===== src/rtl/fetch_request_unit.sv =====
// Multicycle fetch/execute/memory sequencer between the PC and the memory interface.
// It latches the fetched instruction, issues data accesses, pulses pcenable once per retire, and owns the sticky halt.
module fetch_request_unit (
  input  logic        CLK,
  input  logic        nRST,
  input  logic [31:0] pc_addr,
  output logic [31:0] imemaddr,
  output logic        imemREN,
  input  logic        ihit,
  input  logic [31:0] imemload,
  output logic [31:0] instr,
  output logic        instr_valid,
  input  logic        dren_req,
  input  logic        dwen_req,
  output logic        dmemREN,
  output logic        dmemWEN,
  input  logic        dhit,
  input  logic        halt_in,
  output logic        pcenable,
  output logic        halt
);

  localparam logic [1:0] FETCH  = 2'd0;
  localparam logic [1:0] EXEC   = 2'd1;
  localparam logic [1:0] MEM    = 2'd2;
  localparam logic [1:0] HALTED = 2'd3;

  logic [1:0]  state_q, state_d;
  logic [31:0] instr_q, instr_d;
  logic        mem_wr_q, mem_wr_d;
  logic        halt_q, halt_d;

  assign imemaddr = pc_addr;
  assign instr    = instr_q;
  assign halt     = halt_q;

  always_comb begin
    state_d     = state_q;
    instr_d     = instr_q;
    mem_wr_d    = mem_wr_q;
    halt_d      = halt_q;
    imemREN     = 1'b0;
    instr_valid = 1'b0;
    dmemREN     = 1'b0;
    dmemWEN     = 1'b0;
    pcenable    = 1'b0;
    case (state_q)
      FETCH: begin
        imemREN = 1'b1;
        if (ihit) begin
          instr_d = imemload;
          state_d = EXEC;
        end
      end
      EXEC: begin
        instr_valid = 1'b1;
        // Store wins when control raises both data requests.
        if (halt_in) begin
          halt_d  = 1'b1;
          state_d = HALTED;
        end else if (dwen_req) begin
          mem_wr_d = 1'b1;
          state_d  = MEM;
        end else if (dren_req) begin
          mem_wr_d = 1'b0;
          state_d  = MEM;
        end else begin
          pcenable = 1'b1;
          state_d  = FETCH;
        end
      end
      MEM: begin
        instr_valid = 1'b1;
        dmemWEN     = mem_wr_q;
        dmemREN     = !mem_wr_q;
        if (dhit) begin
          pcenable = 1'b1;
          state_d  = FETCH;
        end
      end
      HALTED: begin
        state_d = HALTED;
      end
      default: state_d = FETCH;
    endcase
  end

  always_ff @(posedge CLK or negedge nRST) begin
    if (!nRST) begin
      state_q  <= FETCH;
      instr_q  <= '0;
      mem_wr_q <= 1'b0;
      halt_q   <= 1'b0;
    end else begin
      state_q  <= state_d;
      instr_q  <= instr_d;
      mem_wr_q <= mem_wr_d;
      halt_q   <= halt_d;
    end
  end

endmodule


===== config.mk =====
export PLATFORM = sky130hd
export DESIGN_NAME = fetch_request_unit
export DESIGN_NICKNAME = d
export VERILOG_FILES = /design/src/rtl/fetch_request_unit.sv
export SDC_FILE = /design/constraint.sdc
export NUM_CORES = 1
export LEC_CHECK = 0
export CAP_MARGIN = 15
export CORE_MARGIN = 8
export CORE_UTILIZATION = 34
export DETAILED_ROUTE_END_ITERATION = 10
export PLACE_DENSITY_LB_ADDON = 0.2
export SYNTH_ARGS = -nofsm -noshare
export SYNTH_HDL_FRONTEND = slang
export SYNTH_SLANG_ARGS = --single-unit

===== constraint.sdc =====
create_clock -name CLK -period 1.7 [get_ports CLK]
set_input_delay 0.51 -clock CLK [delete_from_list [all_inputs] [get_ports CLK]]
set_output_delay 0.51 -clock CLK [all_outputs]
set_load 0.01 [all_outputs]

== Word level (Yosys, flattened, before mapping) ==
Index checks and enable logic that the tools add are counted.
Cells by class
  reductions and logical operators: 8
  bitwise operators: 1
  eq/ne operators: 5
  mux-type cells: 17
Operators by type and width (number)
  1-bit 2-to-1 mux: 10
  2-bit 2-to-1 mux: 5
  2-bit one-hot mux with 4 select lines: 1
  2-bit AND reduction: 3
  2-bit equality test, second input constant: 2
  2-bit inequality test, second input constant: 2
  3-bit AND reduction: 1
  2-bit by 1-bit equality test with 1-bit output, second input constant: 1
  2-bit logical NOT: 1
  1-bit one-hot mux with 2 select lines: 1
  2-bit nonzero test: 1
  2-bit OR reduction: 1
  1-bit logical NOT: 1
  1-bit NOT: 1
Word-level totals
  bits of input ports: 71
  logic and storage cells: 35
  register bits: 36
  output and inout bits: 70

== Depth between registers and ports, before layout ==
  word-level depth: 4
  mapped depth: 5
  depth with buffers taken out: 5

== Worst setup path after synthesis ==
OpenSTA, ideal clock, no wires.
  path kind: register -> output
  start point: register state_q[1]
  end point: output port pcenable
  slack: 0.068 ns
  data arrival time: 1.122 ns
  required time: 1.190 ns
  stages on the path, launching flop included: 6
  buffers on the path: 0
  cells stage by stage: dfrtp_1 inv_1 ha_1 nor2b_1 a22oi_1 nor2b_1
On the way
  word-level cells in the longest chain between the ends: 2
  elaborated cells between the ends (all ways): 3
  those cells by class: eq/ne: 2; mux: 1
Ends and longest elaborated chain
  start: declaration: line 28  | logic [1:0] state_q, state_d;
  start signal: assignment: line 95  | state_q <= state_d;
  2-bit equality test / 2-bit by 1-bit equality test with 1-bit output (equally long branches): line 47  | case (state_q)
  1-bit one-hot mux with 2 select lines (*): line 47
  end: declaration: line 19  | output logic pcenable,
Every way passes the cells marked *; elsewhere a longest branch is shown, timed or not.

== Final worst setup path ==
  start point: input port dwen_req
  end point: output port pcenable
On the way
  word-level cells in the longest chain between the ends: 3
Ends and longest elaborated chain
  start: declaration: line 14  | input logic dwen_req,
  1-bit 2-to-1 mux: line 61  | end else if (dwen_req) begin
  1-bit 2-to-1 mux: line 58  | if (halt_in) begin
  1-bit one-hot mux with 2 select lines: line 47
No other way between the ends.

==> run summary <==
The clock latency at the later pin of the worst-skew pair came out at 280 ps. Setup repair after global routing could not meet its margin everywhere. The die is 89.3 µm tall. The number of warning messages in the yosys log is 0. The area share of and/or/nand/nor cells after synthesis is 3.57%.

The average routed wire per standard cell came out at 18.6 µm. The startpoint-to-endpoint class of the critical path is input port to primary output. A synthesized cell averages 14.1 µm². The worst setup skew after layout is 3.49 ps. The least setup slack across all paths after layout came out at -219 ps. The number of hold-slack violations in the final timing report is 0.

The share of cells above drive strength 1 is 37.3%. The combinational family with the most area after synthesis is multiplexers. The first global-routing pass estimated 7380 µm of wire. After synthesis, the netlist uses 19 different library cells. The multiplexer area fraction after synthesis is 25.9%. The synthesized design devotes to its leading area cell type 49.4% of total area. The number of antenna violations at the first check in global routing came out at 0. The worst-case headroom to the max-slew limit is 76.7%.

The end of the worst register-to-register path is instr[8]. STA puts the critical path data arrival time at 1410 ps. The library cell used most frequently in the layout, excluding fill and tap cells, is sky130_fd_sc_hd__dfrtp_1. Summed over all instances, the cell type with the most area after synthesis is sky130_fd_sc_hd__dfrtp_1. The remaining antenna violation count came out at 0. The synthesized design contains 36 register bits. The arithmetic-cell share of the synthesized area counting full adders, half adders and majority gates came out at 2.74%. The multi-input logic area came out at 691 µm².

The routed wire length on met3 is 606 µm. The initial core utilization is 35.5%. The gate family responsible for the most delay along the worst path is buffers and inverters. The number of iterations in the first detailed-routing pass is 4. Clock-pin slew was measured on the worst setup and hold paths at 70 ps. After the last flow step, the layout net total stands at 267. The clock tree from TritonCTS is built. The number of antenna diodes in the final layout is 0. The number of DRC markers after the initial detailed-route iteration came out at 39. The critical path launch point type is an input port. The mapped cell area came out at 1820 µm². STA classifies the critical path endpoint as a primary output. In the post-synthesis netlist, the biggest area contributors are sky130_fd_sc_hd__dfrtp_1 (49%), sky130_fd_sc_hd__mux2_4 (25%), sky130_fd_sc_hd__buf_4 (13%).

Detailed placement ended at an HPWL of 3820 µm. The final-layout fill cell count came out at 462. The number of buffers between clock root and the deepest sink came out at 2. The hold-fix buffer count after cts is 0. The worst path in the final design needs a cycle of 1920 ps, including I/O delays and setup. The vias after detailed routing is 1186. The transition time at the pin with the least slew margin is 349 ps. The number of core rows came out at 26. The clock drives 36 sinks.

Tracing the worst setup path back leads to its startpoint at dwen_req. In this run the clock root is driven by a sky130_fd_sc_hd__clkbuf_8. The core area came out at 5140 µm². The peak supply drop is 967 µV. The biggest fanout along the worst timing path came out at 2.

The checks that failed: negative setup slack. The register area share after synthesis came out at 49.4%. The level count of the clock H-tree is 2. The delay of the slowest cell on the worst path is 510 ps. The layout overhead on the synthesized area came out at 48.8%.

From left edge to right edge, the die measures 89.3 µm. For this run, design rule violations remaining after detail routing come to 0. The area enclosed by the die boundary came out at 7970 µm². Traced cell by cell, the critical path runs through clkdlybuf4s50_1 > nor2_2 > a22oi_2 > nor2b_1 > buf_2. For this run the aggregate overflow at the end of global routing stands at 0.

The met2 wirelength from detailed routing came out at 2530 µm. The number of port buffers came out at 76. The number of global-route vias before repair is 1375. The worst register-to-register path begins at state_q[1]. The largest net degree at the start of global routing is 24. The uppermost signal routing layer after detailed routing is met4. The count of mapped cells out of synthesis is 129. The final instance area came out at 2710 µm².

The per-cell via count in the routed design came out at 4.51. The slack of the worst reg-to-reg path is 80 ps. The run finished, with violations left. The largest individual stage delay along the critical path comes from the cell sky130_fd_sc_hd__clkdlybuf4s50_1.

The number of max-slew violations in the final report is 0. The fraction of synthesized cell area in xor and xnor cells came out at 0%. The sum of negative setup slack is -387 ps.

Derived from the worst setup path, the maximum achievable clock frequency is 521 MHz. Setup violations remaining at the end of the flow were counted as 4. For the worst setup path, the data required time is 1190 ps. The flip-flop and latch area is 901 µm².

The critical path contains buffers and inverters numbering 2 combined. The compound-cell area share of the yosys netlist came out at 2.74%. The number of nets in the synthesized netlist is 204.

The overall routing resource usage came out at 12.3%. The number of maximum-capacitance violations is 0. The power per cell area is 1780 nW/µm². TritonCTS created 5 clock buffers.

The routability-driven placement congestion ratio is 0.861. The I/O pin count came out at 141. For this design the static power due to leakage is 0.00138 µW. The depth of the worst register-to-register path came out at 7. In the layout the commonest cells are sky130_fd_sc_hd__dfrtp_1 (36), sky130_fd_sc_hd__clkdlybuf4s50_1 (35), sky130_fd_sc_hd__mux2_4 (30). The final clock period utilization by the worst path is 113%. The path class of the lowest-slack min-delay path is input port to async pin. The wire length the detailed router placed on met1 came out at 1650 µm. After detailed placement, the total cell area comes to 2530 µm². The final layout contains routed wiring with a total length of 4900 µm.
==> worst max-delay path by stage <==
stage,to,slack (ps),cells after the start
final,pcenable,-220,5
after global routing,pcenable,-280,5
after CTS,pcenable,-220,5
after detailed placement,pcenable,-700,5
after global placement,pcenable,-690,5
after floorplan,pcenable,70,5
==> cell type report <==
cell class / instances / share of cell area, %
Inverter: 3 / 0.415
Multi-Input combinational cell: 55 / 25.4
Sequential cell: 36 / 33.2
Tap cell: 70 / 3.23
Clock inverter: 1 / 1.11
Clock buffer: 7 / 3.55
Timing Repair Buffer: 91 / 33.1
==> sequential cells by signal, indices dropped and copies added (netlist names) <==
register,flops
instr,32
state_q,2
halt,1
mem_wr_q,1
==> cell usage after synthesis <==
cell type	instances
sky130_fd_sc_hd__a21o_1	1
sky130_fd_sc_hd__a21oi_1	2
sky130_fd_sc_hd__a22o_1	1
sky130_fd_sc_hd__a22oi_1	1
sky130_fd_sc_hd__a2bb2oi_1	1
sky130_fd_sc_hd__and2_1	1
sky130_fd_sc_hd__buf_4	32
sky130_fd_sc_hd__buf_6	3
sky130_fd_sc_hd__dfrtp_1	36
sky130_fd_sc_hd__ha_1	4
sky130_fd_sc_hd__inv_1	3
sky130_fd_sc_hd__mux2_2	2
sky130_fd_sc_hd__mux2_4	30
sky130_fd_sc_hd__nand2_1	1
sky130_fd_sc_hd__nand2_2	1
sky130_fd_sc_hd__nor2_1	3
sky130_fd_sc_hd__nor2b_1	4
sky130_fd_sc_hd__nor4_1	2
sky130_fd_sc_hd__o21bai_1	1
==> stage by stage <==
stage / instances / util [%] / hold slack [ps] / total power (µW) / setup WS [ps]
after CTS: 263 / 52.1 / 134 / 4910 / -216
after global placement: 253 / 49.2 / 431 / 4070 / -691
after detailed placement: 253 / 49.2 / 444 / 4150 / -695
after global routing: 263 / 52.8 / 135 / 5140 / -279
after floorplan: 129 / - / 214 / 2870 / 68.1
final: 263 / 52.8 / 127 / 4830 / -219
==> logic make-up after synthesis <==
logic type / after synthesis
mux: 32
simple gates: 12
flops: 36
buf+inv: 38
compound gates: 7
fa+ha+maj: 4
==> routing by layer <==
| metal | vias up | global-route usage, % |
|---|---|---|
| met4 | 0 | 5.89 |
| met5 | - | 0 |
| met3 | 18 | 4.96 |
| met2 | 75 | 21.8 |
| li1 | 525 | - |
| met1 | 568 | 12.2 |
==> worst reg2reg max path, cell delays in order, from the launching register on <==
cell and delay [ps]:
sky130_fd_sc_hd__dfrtp_1 360, sky130_fd_sc_hd__inv_2 50, sky130_fd_sc_hd__buf_4 140, sky130_fd_sc_hd__ha_4 160
sky130_fd_sc_hd__buf_4 140, sky130_fd_sc_hd__nand2_2 110, sky130_fd_sc_hd__buf_12 200, sky130_fd_sc_hd__mux2_2 360
==> where the power goes <==
group          total (µW)  internal (µW)  switching, µW
Combinational        2480           1550            926
Clock                 811            517            294
Sequential           1540           1290            252
==> what timing repair did <==
item,4_1_cts,5_1_grt
pin swaps,3,3
setup endpoints to repair,28,14
cloned,0,0
gates resized for setup,59,13
setup buffers,2,0
(Power assumes the default switching activity.)
